<file path="src/rtl/mp_bus_wait_ctrl.sv">
// 68k bus-cycle terminator: per-region wait states, optional WAIT_b stretch,
// timeout to BERR_b, autovectored IACK, and a synchronised interrupt encoder.
module mp_bus_wait_ctrl #(
  parameter int NREG     = 4,
  parameter int WS_WIDTH = 4,
  parameter int TIMEOUT  = 64,
  parameter int NINT     = 7
) (
  input  logic                     MCKR,
  input  logic                     SYSRES,
  input  logic                     AS_b,
  input  logic [2:0]               FC,
  input  logic [NREG-1:0]          SEL,
  input  logic [NREG*WS_WIDTH-1:0] WS_CFG,
  input  logic [NREG-1:0]          EXT_WAIT_EN,
  input  logic                     WAIT_b,
  input  logic [NINT-1:0]          INT_b,
  output logic                     DTACK_b,
  output logic                     BERR_b,
  output logic                     VPA_b,
  output logic [2:0]               IPL_b,
  output logic                     BUSY,
  output logic [NREG-1:0]          ERR_SEL
);

  localparam int TW = $clog2(TIMEOUT + 1);
  localparam int RW = (NREG > 1) ? $clog2(NREG) : 1;

  typedef enum logic [2:0] {IDLE, COUNT, EXTW, ACK, IACK, ERR, DONE} state_t;

  state_t              state_q;
  logic [WS_WIDTH-1:0] wcnt_q;
  logic [TW-1:0]       tcnt_q;
  logic [RW-1:0]       region_q;
  logic                region_ok_q;
  logic                dtack_b_q;
  logic                berr_b_q;
  logic                vpa_b_q;
  logic                busy_q;
  logic [NREG-1:0]     err_sel_q;

  logic [WS_WIDTH-1:0] ws_arr [NREG];
  logic [RW-1:0]       sel_idx;
  logic                timeout_hit;
  logic [TW-1:0]       tcnt_d;

  genvar gi;
  generate
    for (gi = 0; gi < NREG; gi++) begin : g_ws
      assign ws_arr[gi] = WS_CFG[gi*WS_WIDTH +: WS_WIDTH];
    end
  endgenerate

  always_comb begin
    sel_idx = '0;
    for (int i = 0; i < NREG; i++) begin
      if (SEL[i]) sel_idx = RW'(i);
    end
  end

  // tcnt saturates at TIMEOUT so a stalled cycle cannot wrap past the limit
  assign timeout_hit = (tcnt_q == TW'(TIMEOUT));
  assign tcnt_d      = timeout_hit ? tcnt_q : tcnt_q + TW'(1);

  always_ff @(posedge MCKR or posedge SYSRES) begin
    if (SYSRES) begin
      state_q     <= IDLE;
      wcnt_q      <= '0;
      tcnt_q      <= '0;
      region_q    <= '0;
      region_ok_q <= 1'b0;
      dtack_b_q   <= 1'b1;
      berr_b_q    <= 1'b1;
      vpa_b_q     <= 1'b1;
      busy_q      <= 1'b0;
      err_sel_q   <= '0;
    end else begin
      case (state_q)
        IDLE: begin
          if (!AS_b) begin
            busy_q <= 1'b1;
            tcnt_q <= TW'(1);
            if (FC == 3'b111) begin
              state_q <= IACK;
            end else if ($onehot(SEL)) begin
              state_q     <= COUNT;
              region_q    <= sel_idx;
              region_ok_q <= 1'b1;
              wcnt_q      <= ws_arr[sel_idx];
            end else if (SEL == '0) begin
              state_q     <= COUNT;
              region_ok_q <= 1'b0;
              wcnt_q      <= '0;
            end else begin
              state_q   <= ERR;
              err_sel_q <= SEL;
            end
          end
        end
        COUNT: begin
          if (AS_b) begin
            state_q <= IDLE;
            busy_q  <= 1'b0;
          end else begin
            tcnt_q <= tcnt_d;
            // acknowledge takes priority over a coincident timeout
            if (region_ok_q && wcnt_q == '0) begin
              state_q <= EXT_WAIT_EN[region_q] ? EXTW : ACK;
            end else if (timeout_hit) begin
              state_q   <= ERR;
              err_sel_q <= SEL;
            end else if (wcnt_q != '0) begin
              wcnt_q <= wcnt_q - WS_WIDTH'(1);
            end
          end
        end
        EXTW: begin
          if (AS_b) begin
            state_q <= IDLE;
            busy_q  <= 1'b0;
          end else begin
            tcnt_q <= tcnt_d;
            if (WAIT_b) begin
              state_q <= ACK;
            end else if (timeout_hit) begin
              state_q   <= ERR;
              err_sel_q <= SEL;
            end
          end
        end
        ACK: begin
          if (AS_b) begin
            state_q   <= DONE;
            dtack_b_q <= 1'b1;
            busy_q    <= 1'b0;
          end else begin
            dtack_b_q <= 1'b0;
          end
        end
        IACK: begin
          if (AS_b) begin
            state_q <= DONE;
            vpa_b_q <= 1'b1;
            busy_q  <= 1'b0;
          end else begin
            vpa_b_q <= 1'b0;
          end
        end
        ERR: begin
          if (AS_b) begin
            state_q  <= DONE;
            berr_b_q <= 1'b1;
            busy_q   <= 1'b0;
          end else begin
            berr_b_q <= 1'b0;
          end
        end
        DONE:    state_q <= IDLE;
        default: state_q <= IDLE;
      endcase
    end
  end

  logic [NINT-1:0] int_s1_q;
  logic [NINT-1:0] int_s2_q;
  logic [2:0]      ipl_b_q;
  logic [2:0]      level_d;

  always_comb begin
    level_d = 3'd0;
    for (int i = 0; i < NINT; i++) begin
      if (!int_s2_q[i]) level_d = 3'(i + 1);
    end
  end

  always_ff @(posedge MCKR or posedge SYSRES) begin
    if (SYSRES) begin
      int_s1_q <= '1;
      int_s2_q <= '1;
      ipl_b_q  <= 3'b111;
    end else begin
      int_s1_q <= INT_b;
      int_s2_q <= int_s1_q;
      ipl_b_q  <= ~level_d;
    end
  end

  assign DTACK_b = dtack_b_q;
  assign BERR_b  = berr_b_q;
  assign VPA_b   = vpa_b_q;
  assign BUSY    = busy_q;
  assign ERR_SEL = err_sel_q;
  assign IPL_b   = ipl_b_q;

endmodule

</file>
<file path="config.mk">
export PLATFORM = sky130hd
export DESIGN_NAME = mp_bus_wait_ctrl
export DESIGN_NICKNAME = d
export VERILOG_FILES = /design/src/rtl/mp_bus_wait_ctrl.sv
export SDC_FILE = /design/constraint.sdc
export NUM_CORES = 1
export LEC_CHECK = 0
export ABC_AREA = 1
export ABC_CLOCK_PERIOD_IN_PS = 1940
export BUFFER_PORTS_ARGS = -buffer_cell sky130_fd_sc_hd__buf_2
export CAP_MARGIN = 25
export CORE_MARGIN = 2
export CORE_UTILIZATION = 54
export CTS_CLUSTER_SIZE = 25
export DETAILED_ROUTE_END_ITERATION = 8
export HOLD_SLACK_MARGIN = 0.1
export PLACE_DENSITY_LB_ADDON = 0.08
export SETUP_SLACK_MARGIN = 0.4
export SYNTH_ARGS = -nofsm -noshare
export SYNTH_HDL_FRONTEND = slang
export SYNTH_SLANG_ARGS = --single-unit
</file>
<file path="constraint.sdc">
create_clock -name MCKR -period 1.94 [get_ports MCKR]
set_clock_uncertainty 0.2 [all_clocks]
set_input_delay 0.194 -clock MCKR [delete_from_list [all_inputs] [get_ports MCKR]]
set_output_delay 0.194 -clock MCKR [all_outputs]
set_load 0.01 [all_outputs]
</file>
; Word level (Yosys, flattened, before mapping)
; Index checks and enable logic that the tools add are counted.
; Widths: inputs -> output; s select.
[totals]
register_bits = 42
latchBits = 0
ram_bits = 0
rom_bits = 0
in_bits = 38
out_inout_bits = 11
word_cells = 123
n_memories = 0
[op_classes]
addsub = 5
mul = 0
n_div = 0
order_cmp = 2
eq_ne = 23
shifts = 0
muxes = 56
bitwise_logic = 4
reduce_logical = 20
[op_table]
columns = operator, count
row1 = $mux 4, 19
row2 = $mux 3, 16
row3 = $ne 2x2->1 const B, 12
row4 = $mux 7, 3
row5 = $pmux 7 s2, 1
row6 = $pmux 3 s4, 1
row7 = $pmux 4 s3, 1
row8 = $reduce_and 4->1, 3
row9 = $eq 3x3->1 const B, 3
row10 = $mux 1, 9
row11 = $reduce_and 9->1, 1
row12 = $bmux 4 s2, 1
row13 = $logic_not 4->1, 2
row14 = $pmux 4 s2, 1
row15 = $reduce_and 8->1, 1
row16 = $reduce_bool 2->1, 4
row17 = $add 7x1->7 const B, 1
row18 = $eq 7x7->1 const B, 1
row19 = $eq 3x1->1 const B, 2
row20 = $eq 3x2->1 const B, 2
row21 = $reduce_or 5->1, 1
row22 = $add 1x1->2, 2
row23 = $mux 2, 2
row24 = $ne 2x1->1 const B, 2
row25 = 18 further kinds, 19

; Logic depth before layout (Yosys ltp)
; Gate-level depths: netlist of run 1.
[logic_depth]
depth_word = 11
mapped_depth = 14
ltp_nobuf = 14

; Worst setup path after synthesis of run 1
; No wires, ideal clock.
[synth_timing]
path_type = input to register
startpoint = in SEL[0]
endpoint = reg region_q[0]
setup_time_ps = 132
t_arrival_ps = 1953
t_required_ps = 1608
slack_ps = -345
cell_stages = 12
n_path_buf = 0
path_cell_list = inv_1 > fa_1 > inv_1 > ha_1 > ha_1 > nand3b_1 > nand2_1 > nand2_1 > nor3_1 > nand2_1 > nand2_1 > o21ai_0
[synth_between]
elab_chain_len = 4
[synth_lines]
columns = element, line_no
row1 = "start, declared", 13  ; input logic [NREG-1:0] SEL,
row2 = $add 1x1->2 (implied by the code), 85  ; end else if ($onehot(SEL)) begin
row3 = $add 2x2->3 (implied by the code), 85
row4 = $eq 3x1->1, 85
row5 = $reduce_and 4->1 (no line), --
row6 = "end signal, assigned", 87  ; region_q <= sel_idx;
row7 = "end, declared", 34  ; logic [RW-1:0] region_q;
; Every way passes these cells.
; A chain may end at the register's enable or synchronous reset.

; Worst setup path in the final report of run 1
[layout_timing]
startpoint = in SEL[3]
endpoint = reg err_sel_q[3], in the netlist ERR_SEL[3]
[layout_between]
elab_chain_len = 5
word_cells_on_any_way = 17
classes_between = add/sub: 2 / eq/ne: 3 / mux: 10 / reduce/logical: 2
[layout_lines]
columns = element, line_no
row1 = $add 1x1->2 (implied by the code) or $mux 4 (tied branches), "85, 90"
row2 = $add 2x2->3 (implied by the code) or $mux 4 (tied branches), 85
row3 = $eq 3x1->1 or $mux 4 (tied branches), "85, 83"
row4 = $ne 2x2->1 (no line) or $mux 4 (tied branches), --
row5 = $reduce_and 9->1 (no line) or $pmux 4 s3 (tied branches), --
row6 = "end signal, assigned", 76  ; err_sel_q <= '0;
row7 = "end signal, assigned", 96  ; err_sel_q <= SEL;
row8 = "end signal, assigned", 111  ; err_sel_q <= SEL;
row9 = "end, declared", 40  ; logic [NREG-1:0] err_sel_q;
; Several ways; a longest one is shown, not always the timed one. The select of a mux whose other input is x is not followed.

==> results.md, run 1 <==
- Critical path's slowest cell: fa_1
- Final WL: 5.85 mm
- Endpoints failing hold: 0
- Post-synth top cells: nand2_1, inv_1, nor2_1
- Port bufs: 48
- Crit path max fanout: 4
- Die Span Y: 69.9 um
- Synthesized area: 0.00235 mm2
- Synth Flop Type: dfrtp_1
- Clock Tree Root: clkbuf_8
- CTS tree: done
- Syn-to-layout area delta: 42.4%
- Post-layout util: 81.8%
- Vias: 2264
- Placed Area: 0.00274 mm2
- Critical Path Max Stage Delay: 540 ps
- Post-synth EDFFs: 0
- WS Path Type: in2reg
- VDD IR-drop max: 908 uV
- Final Power: 4.21 mW
- Setup crit start kind: input port
- Fin Hold WS: 121 ps
- Worst Path Required: 1930 ps
- Most frequent cell after synthesis: nand2_1
- Later-pin clock latency in the skew report: 300 ps
- 1st-iter DRT viols: 138
- Final Setup Violations: 12
- CP Capture Type: register
- Number of distinct library cells after synthesis: 29
- Core ar.: 0.00409 mm2
- Crit share post-route: 108%
- Chip width: 69.9 um
- Status: finished, violations left
- Crit path time final: 2100 ps
- Post-route DRC violation count: 0
- Post-DP HPWL: 3.66 mm
- Buf/Inv on CP: 3
- WL/cell: 13.1 um
- Synth async-reset ratio: 100%
- First-pass GRT wire length: 9.56 mm
- Overflow after GRT: 0
- Slew margin rel.: 66.7%
- Post-route design area: 0.00334 mm2
- Setup WS post-layout: -155 ps
- Worst EP arrival: 2090 ps
- Post-layout nets: 441
- Max Cap Viol: 0
- Leak pwr: 1.69 nW
- GPL Wtd Cong: 0.897
- Routed Antenna Nets: 0
- Synth top area cells: dfrtp_1, dfstp_2, nand2_1
- Fmax achieved: 477 MHz
- Drt first pass iters: 4
- Standard-cell row count: 23
- Post-synth top area share: 23.5%
- Syn Area/Cell: 7.75 um2
- FF+latch count, synth: 42
- DIE AREA: 0.00489 mm2
- I/O pin count: 49
- Sequential cell area fraction in the yosys report: 45.8%
- Initial Util: 57.4%
- RSZ-0062 raised after global routing: true
- Power Density: 1260 mW/mm2
- Hold WC Path Type: in2reg
- Critical Path, Cell by Cell: buf_8 > inv_4 > fa_1 > inv_2 > ha_4 > ha_4 > nand3b_1 > nand2_1 > nand2_1 > o21ai_2 > nor2_4 > nand2_2 > nand2_1 > nand2_1
- Failing checks: negative setup slack
- Vias per std cell: 5.08
- Clock sinks: 42
- Antenna violations before repair: 0
- H-tree levels: 2
- Clk slew on worst S/H paths: 80 ps
- Clock buffer depth: 2
- Synth Warn #: 0
- Most frequent CP cell: nand2_1
- Post-Syn Nets: 349
- Cell family with most CP delay: adder cells
- Vias in the first global route: 2191
- Largest net degree at the start of global routing: 43
- Setup_tns: -1180 ps
- CTS Buf Count: 5
- Worst Tran Pin Value: 500 ps
- Antenna Cells: 0
- Gr usage total: 24.2%
- Slew Viols, Final: 0
- Layout cells sized above 1: 43.2%
- Largest area contributor in the netlist: dfrtp_1
- Synth Instances: 303
cell families after synthesis:
kind of cell               count (synthesis)  synth area share, %
buffers and inverters                     44                 7.36
xor gates and xnor gates                   6                 2.24
and+or+nand+nor                          168                 31.7
AOI/OAI and AO/OA                         35                 8.32
adders and majority gates                  8                 4.58
DFF                                       42                 45.8
through the flow:
step	std cells	setup WS, ps
2_1_floorplan	303	-242
3_5_place_dp	406	-591
4_1_cts	442	-111
5_1_grt	446	-244
6_report	446	-155
3_3_place_gp	406	-510
routing by layer:
metal	up-vias	global-route usage [%]	routed length [um]
li1	1134	-	-
met1	1059	30.3	2510
met2	59	43.1	3030
met3	12	3.61	223
met4	0	7.48	87
met5	-	0	0
repair_timing:
item,4_1_cts,5_1_grt
resized for setup,38,22
setup buffers,15,3
setup endpoints to repair,21,21
gates cloned,1,0
hold buffers,12,1
pin swaps,18,17
hold endpoints to repair,35,2
worst paths after layout:
path / to / slack (ps) / cells past startpoint / startpoint
worst max-delay path: ERR_SEL[3] / -160 / 14 / SEL[3]
worst min-delay path: region_q[0] / 120 / 4 / SEL[3]
min in group asynchronous: region_ok_q / 350 / 4 / SYSRES
worst min register to register: int_s2_q[1] / 160 / 0 / int_s1_q[1]
max in group asynchronous: state_q[0] / 820 / 4 / SYSRES
worst max register to register: ERR_SEL[3] / 80 / 10 / state_q[1]
flip-flops by register name, indices dropped and copies added, names as in the netlist:
name	flops
tcnt_q	7
BERR_b	1
wcnt_q	4
int_s2_q	7
IPL_b	3
DTACK_b	1
VPA_b	1
BUSY	1
state_q	3
region_ok_q	1
int_s1_q	7
region_q	2
ERR_SEL	4
tightest hold or removal path, delay by kind of cell:
kind,cells,cell delay (ps)
compound gates,1,130
buf+inv,2,180
simple gates,1,80
final cells by class:
class	instances	area, um2
multi-input combinational	217	1290
sequential	42	1080
fill	236	744
timing repair buffer	87	637
inverter	42	178
clock buffer	5	68.8
tap	50	62.6
clock inverter	3	25.0
power breakdown:
group          switching [mW]  total, mW  internal (mW)
logic                    1.34       2.34          0.995
clock network           0.332      0.591          0.260
registers               0.162       1.29           1.12
total                    1.84       4.21           2.38
layout by cell type, fill, tap and decap left out, types with 2 or more instances in the layout:
cell            n
dfrtp_1        20
nor2_4          2
o21ai_0         9
nand3_1        14
xor2_1          5
dlygate4sd3_1  13
dfrtp_2         2
o21ai_1         7
buf_6           3
nand2_4         3
inv_2          11
nor2_1         30
inv_4           3
buf_2          45
ha_1            3
or2_2           3
buf_12          2
inv_1          27
nand3_2        11
nand2_1        82
ha_4            3
clkbuf_8        5
a21oi_1         6
nand2_2        12
nand3_4         2
o21bai_1        2
buf_4          22
dfstp_2        20
nor2_2          4
nand3b_1        2
o21ai_2         7
Power figures use the tool's default switching activity.
==> run 2: changes to the inputs <==
Settings changed: PLACE_DENSITY set to 0.86, PLACE_DENSITY_LB_ADDON 0.08 to not set.
==> results.md, run 2 (synthesis gave the netlist of run 1 again) <==
- Status: finished, violations left (unchanged)
- Failing checks: negative setup slack (unchanged)
- Layout Cells excl Fill: 448 (was 446)
- Clock buffer depth: 2 (unchanged)
- Worst EP arrival: 2130 ps (was 2090 ps)
- Dpl cells: 406 (unchanged)
- GPL Wtd Cong: 0.888 (was 0.897)
- Post-DP HPWL: 3.64 mm (was 3.66 mm)
- Layout cells sized above 1: 41.7% (was 43.2%)
- WS Path Type: in2reg (unchanged)
- Core ar.: 0.00409 mm2 (unchanged)
- Post-route design area: 0.00331 mm2 (was 0.00334 mm2)
- H-tree levels: 2 (unchanged)
- First-pass GRT wire length: 9.63 mm (was 9.56 mm)
- Crit share post-route: 110% (was 108%)
- Worst Path Required: 1930 ps (about the same)
- Fin Hold WS: 132 ps (was 121 ps)
- Slew Viols, Final: 0 (unchanged)
- Largest regs: int_s1_q x7, int_s2_q x7, tcnt_q x7 (unchanged)
- Post-layout util: 81.0% (was 81.8%)
- Leak pwr: 1.67 nW (was 1.69 nW)
- Standard-cell row count: 23 (unchanged)
- Post-layout nets: 443 (was 441)
- Vias per std cell: 5.52 (was 5.08)
- Final Power: 4.14 mW (was 4.21 mW)
- Slew margin rel.: 65.4% (was 66.7%)
- Chip width: 69.9 um (unchanged)
- Later-pin clock latency in the skew report: 300 ps (about the same)
- Antenna Cells: 0 (unchanged)
- Setup WS post-layout: -196 ps (was -155 ps)
- Antenna violations before repair: 0 (unchanged)
- Leading cell type in the layout, fill and taps excluded: nand2_1 (unchanged)
- RSZ-0062 raised after global routing: true (unchanged)
- Endpoints failing hold: 0 (unchanged)
- Clock sinks: 42 (unchanged)
- VDD IR-drop max: 824 uV (was 908 uV)
- Critical Path Max Stage Delay: 530 ps (was 540 ps)
- CTS Buf Count: 5 (unchanged)
- Syn-to-layout area delta: 41.0% (was 42.4%)
- Power Density: 1250 mW/mm2 (was 1260 mW/mm2)
- CP Capture Type: register (unchanged)
- Setup crit start kind: input port (unchanged)
- Post-route DRC violation count: 0 (unchanged)
- Vias in the first global route: 2248 (was 2191)
- CTS tree: done (unchanged)
- Clk slew on worst S/H paths: 80 ps (about the same)
- Vias: 2475 (was 2264)
- Worst Tran Pin Value: 519 ps (was 500 ps)
- # fillers: 228 (was 236)
- WL/cell: 15.6 um (was 13.1 um)
- Placed Area: 0.00274 mm2 (unchanged)
- Max Cap Viol: 0 (unchanged)
- Final Setup Violations: 12 (unchanged)
- Fmax achieved: 468 MHz (was 477 MHz)
- I/O pin count: 49 (unchanged)
- Drt first pass iters: 5 (was 4)
- Die Span Y: 69.9 um (unchanged)
- Commonest cells after routing, fill and taps aside: nand2_1, buf_2, inv_1 (was nand2_1, buf_2, nor2_1)
- Setup_tns: -1900 ps (was -1180 ps)
- Overflow after GRT: 0 (unchanged)
- Critical Path, Cell by Cell: buf_12 > inv_12 > fa_1 > inv_1 > ha_2 > ha_4 > nand3b_1 > nand2_2 > nand2_2 > nor3_4 > nand2_2 > nand2_1 > o21ai_1 (was buf_8 > inv_4 > fa_1 > inv_2 > ha_4 > ha_4 > nand3b_1 > nand2_1 > nand2_1 > o21ai_2 > nor2_4 > nand2_2 > nand2_1 > nand2_1)
- Post-place setup slack: -553 ps (was -591 ps)
- Largest net degree at the start of global routing: 43 (unchanged)
- Final WL: 6.99 mm (was 5.85 mm)
- Cell family with most CP delay: adder cells (unchanged)
- DIE AREA: 0.00489 mm2 (unchanged)
- Crit path time final: 2140 ps (was 2100 ps)
- Port bufs: 48 (unchanged)
- Initial Util: 57.4% (unchanged)
- Clock Tree Root: clkbuf_8 (unchanged)
- Buf/Inv on CP: 3 (unchanged)
- Routed Antenna Nets: 0 (unchanged)
- Hold WC Path Type: in2reg (unchanged)
- Gr usage total: 24.5% (was 24.2%)
- Crit path max fanout: 5 (was 4)
- Critical path's slowest cell: fa_1 (unchanged)
- Most frequent CP cell: nand2_2 (was nand2_1)
- 1st-iter DRT viols: 242 (was 138)
-- run 2: cell types whose count changed in the layout (fill, tap and decap cells not counted), sizes merged --
cell,change
buf,+1
clkinv,-1
clkinvlp,+1
dlygate4sd3,+1
-- run 2: per-layer routing --
metal | vias to the layer above | GRT usage (%) | share of wire (%) | wire [um]
met3 | 39 | 5.77 | 7.8 | 548
met5 | - | 0 | 0 | 0
li1 | 1134 | - | - | -
met2 | 159 | 41.5 | 49 | 3420
met4 | 0 | 8.97 | 4.4 | 305
met1 | 1143 | 30.4 | 39 | 2710
-- run 2: where the power goes --
part	leakage, nW	switching, mW	internal [mW]
Clock	0.0408	0.323	0.257
Combinational	1.14	1.39	0.895
Sequential	0.494	0.158	1.12
-- run 2: worst paths after layout --
check / start / endpoint / slack [ps] / depth (start not counted)
worst min register to register: int_s1_q[6] / int_s2_q[6] / 160 / 0
worst max-delay path: SEL[0] / region_q[1] / -200 / 13
max in group asynchronous: SYSRES / state_q[0] / 780 / 4
worst max register to register: state_q[1] / ERR_SEL[2] / -40 / 10
min in group asynchronous: SYSRES / region_q[0] / 360 / 4
worst min-delay path: AS_b / BUSY / 130 / 4
-- run 2: area by class of cell --
type	instances	area, um2	share of cell area [%]
Sequential cell	42	1080	32.6
Timing Repair Buffer	89	633	19.1
Tap cell	50	62.6	1.89
Inverter	42	183	5.52
Clock buffer	5	68.8	2.08
Multi-Input combinational cell	217	1260	38.1
Clock inverter	3	23.8	0.718
-- run 2: repair_timing --
action                     CTS  global route
setup endpoints to repair   21            21
hold endpoints to repair    35             1
hold buffers                13             1
gates resized for setup     27            27
setup buffers               17             3
pin swaps                   20            22
-- run 2: worst reg2reg max path: stages, from the launching register on --
cell and delay, ps:
dfrtp_2 460, nand2_1 110, nand2_2 110, nor2_8 210
inv_2 110, nand2_1 100, nand2_1 130, nor2_4 200
nand2_2 100, nand2_1 90, nand2_1 50
==> run 3: changes to the inputs <==
Settings changed: ABC_AREA 1 to not set, PLACE_DENSITY 0.86 to 0.87, SLEW_MARGIN set to 25.
==> results.md, run 3 <==
- Status: finished, violations left (unchanged)
- Failing checks: negative setup slack (unchanged)
- VDD IR-drop max: 926 uV (was 824 uV)
- CP Capture Type: register (unchanged)
- Sequential cell area fraction in the yosys report: 49.1% (was 45.8%)
- Fmax achieved: 400 MHz (was 468 MHz)
- Largest regs: int_s1_q x7, int_s2_q x7, tcnt_q x7 (unchanged)
- Final Power: 4.17 mW (was 4.14 mW)
- Most frequent CP cell: ha_4 (was nand2_2)
- Setup_tns: -5630 ps (was -1900 ps)
- Chip width: 67.7 um (was 69.9 um)
- Cell family with most CP delay: adder cells (unchanged)
- Setup WS post-layout: -560 ps (was -196 ps)
- Synth async-reset ratio: 100% (unchanged)
- Power Density: 1260 mW/mm2 (was 1250 mW/mm2)
- Later-pin clock latency in the skew report: 330 ps (was 300 ps)
- Endpoints failing hold: 0 (unchanged)
- Synth top area cells: dfrtp_1, dfstp_2, ha_1 (was dfrtp_1, dfstp_2, nand2_1)
- Largest net degree at the start of global routing: 43 (unchanged)
- Number of distinct library cells after synthesis: 49 (was 29)
- Final WL: 8.97 mm (was 6.99 mm)
- Initial Util: 55.6% (was 57.4%)
- Standard-cell row count: 23 (unchanged)
- H-tree levels: 2 (unchanged)
- Die Span Y: 67.7 um (was 69.9 um)
- Worst Tran Pin Value: 538 ps (was 519 ps)
- Hold WC Path Type: in2reg (unchanged)
- Final Setup Violations: 20 (was 12)
- Overflow after GRT: 0 (unchanged)
- Syn-to-layout area delta: 50.3% (was 41.0%)
- Slew Viols, Final: 0 (unchanged)
- Gr usage total: 34.9% (was 24.5%)
- Routed Antenna Nets: 0 (unchanged)
- Int Pwr: 2.38 mW (was 2.28 mW)
- Post-synth EDFFs: 0 (unchanged)
- Sequential share of power: 32.5% (was 30.9%)
- Leading cell type in the layout, fill and taps excluded: buf_2 (was nand2_1)
- CTS tree: done (unchanged)
- Critical Path Max Stage Delay: 550 ps (was 530 ps)
- GPL Wtd Cong: 0.865 (was 0.888)
- Layout cells sized above 1: 50.8% (was 41.7%)
- Largest area contributor in the netlist: dfrtp_1 (unchanged)
- Post-layout nets: 366 (was 443)
- Synth Instances: 213 (was 303)
- Layout Cells excl Fill: 371 (was 448)
- Vias: 2435 (was 2475)
- Sw frac: 42.9% (was 45.1%)
- Post-synth top cells: dfrtp_1, nand2_1, nor2_1 (was nand2_1, inv_1, nor2_1)
- Clock Tree Root: clkbuf_8 (unchanged)
- Antenna Cells: 0 (unchanged)
- Syn Area/Cell: 10.3 um2 (was 7.75 um2)
- Dpl cells: 338 (was 406)
- Vias in the first global route: 2190 (was 2248)
- Crit share post-route: 129% (was 110%)
- Crit path max fanout: 4 (was 5)
- Antenna violations before repair: 0 (unchanged)
- FF+latch count, synth: 42 (unchanged)
- Clk slew on worst S/H paths: 100 ps (was 80 ps)
- Port bufs: 48 (unchanged)
- Leak pwr: 1.52 nW (was 1.67 nW)
- WS Path Type: in2reg (unchanged)
- Post-route DRC violation count: 0 (unchanged)
- Synthesized area: 0.00219 mm2 (was 0.00235 mm2)
- Critical path's slowest cell: fa_1 (unchanged)
- Post-Syn Nets: 259 (was 349)
- Setup crit start kind: input port (unchanged)
- Core ar.: 0.00394 mm2 (was 0.00409 mm2)
- Critical Path, Cell by Cell: buf_8 > inv_4 > fa_1 > inv_2 > ha_4 > ha_4 > nor3b_4 > or3_1 > a21oi_2 > o221ai_4 > mux2_1 (was buf_12 > inv_12 > fa_1 > inv_1 > ha_2 > ha_4 > nand3b_1 > nand2_2 > nand2_2 > nor3_4 > nand2_2 > nand2_1 > o21ai_1)
- Synth Flop Type: dfrtp_1 (unchanged)
- Switching power total: 1.79 mW (was 1.87 mW)
- I/O pin count: 49 (unchanged)
- Crit path time final: 2500 ps (was 2140 ps)
- Post-layout util: 83.6% (was 81.0%)
- Post-synth top area share: 25.1% (was 23.5%)
- Max Cap Viol: 0 (unchanged)
- CTS Buf Count: 5 (unchanged)
- DIE AREA: 0.00459 mm2 (was 0.00489 mm2)
- Synth Warn #: 0 (unchanged)
- Worst EP arrival: 2520 ps (was 2130 ps)
- Commonest cells after routing, fill and taps aside: buf_2, buf_4, dfrtp_1 (was nand2_1, buf_2, inv_1)
- Clock sinks: 42 (unchanged)
- Worst Path Required: 1960 ps (was 1930 ps)
- Comb pwr share: 52.2% (was 55.1%)
- Vias per std cell: 6.56 (was 5.52)
- Buf/Inv on CP: 3 (unchanged)
- RSZ-0062 raised after global routing: true (unchanged)
- First-pass GRT wire length: 11.2 mm (was 9.63 mm)
- Post-DP HPWL: 3.86 mm (was 3.64 mm)
- 1st-iter DRT viols: 326 (was 242)
- Slew margin rel.: 64.1% (was 65.4%)
- Clock network power share: 15.3% (was 14.0%)
- Clock buffer depth: 2 (unchanged)
- Drt first pass iters: 6 (was 5)
- WL/cell: 24.2 um (was 15.6 um)
- Fin Hold WS: 155 ps (was 132 ps)
run 3: final cells by class:
cell class              instances  area, um2
clock inverters                 3       25.0
flip-flops and latches         42       1080
well taps                      50       62.6
inverters                      14       60.1
clock buffers                   5       68.8
repair buffers                107        764
fillers                       161        648
multi-input cells             150       1240
run 3: cells by family (layout without fill, tap and decap cells):
kind of cell               after synthesis  in the layout  synth area share (%)
and+or+nand+nor                         78             78                  18.4
xor gates and xnor gates                 4              4                  1.60
muxes                                   15             15                  7.99
adders and majority gates                9              9                  5.37
DFF                                     42             42                  49.1
AOI/OAI and AO/OA                       44             44                  13.9
buffers and inverters                   21            129                  3.65
run 3: path summary, 6_finish.rpt:
| check | start | end | slack, ps | depth (start not counted) |
|---|---|---|---|---|
| max in group asynchronous | SYSRES | IPL_b[0] | 780 | 4 |
| worst min-delay path | AS_b | state_q[2] | 160 | 3 |
| worst min register to register | int_s1_q[0] | int_s2_q[0] | 170 | 0 |
| min in group asynchronous | SYSRES | ERR_SEL[1] | 360 | 4 |
| worst max-delay path | SEL[0] | ERR_SEL[1] | -560 | 11 |
| worst max register to register | wcnt_q[1] | ERR_SEL[1] | -380 | 7 |
run 3: per-layer routing:
| layer | share of wire [%] | track usage (%) | vias to the layer above |
|---|---|---|---|
| li1 | - | - | 968 |
| met1 | 36 | 44.0 | 1184 |
| met2 | 46 | 55.6 | 216 |
| met3 | 11 | 10.0 | 67 |
| met4 | 6.4 | 15.8 | 0 |
| met5 | 0 | 0 | - |
run 3: power groups by stage:
stage          clock (mW)  sequential (mW)  combinational [mW]
6_report            0.638             1.35                2.18
3_3_place_gp            0             1.29                1.52
2_1_floorplan           0             1.32               0.957
4_1_cts             0.606             1.29                1.70
5_1_grt             0.648             1.36                2.27
3_5_place_dp            0             1.30                1.58
run 3: through the flow:
step	setup WS [ps]	instance area [um2]
3_5_place_dp	-794	2800
6_report	-560	3290
4_1_cts	-404	3110
5_1_grt	-590	3290
3_3_place_gp	-735	2800
2_1_floorplan	-680	2290
run 3: repair_timing:
item,4_1_cts,5_1_grt
buffers inserted,4,7
setup endpoints to repair,21,22
resized for setup,17,22
pin swaps,10,14
hold buffers,13,1
hold endpoints to repair,35,1
run 3: worst reg2reg max path, stage by stage (launching register included):
cell and delay (ps):
dfrtp_1 370, inv_1 70, ha_1 200, and4bb_2 250, nand4b_1 190, a211oi_2 380, o221ai_4 200, mux2_1 360
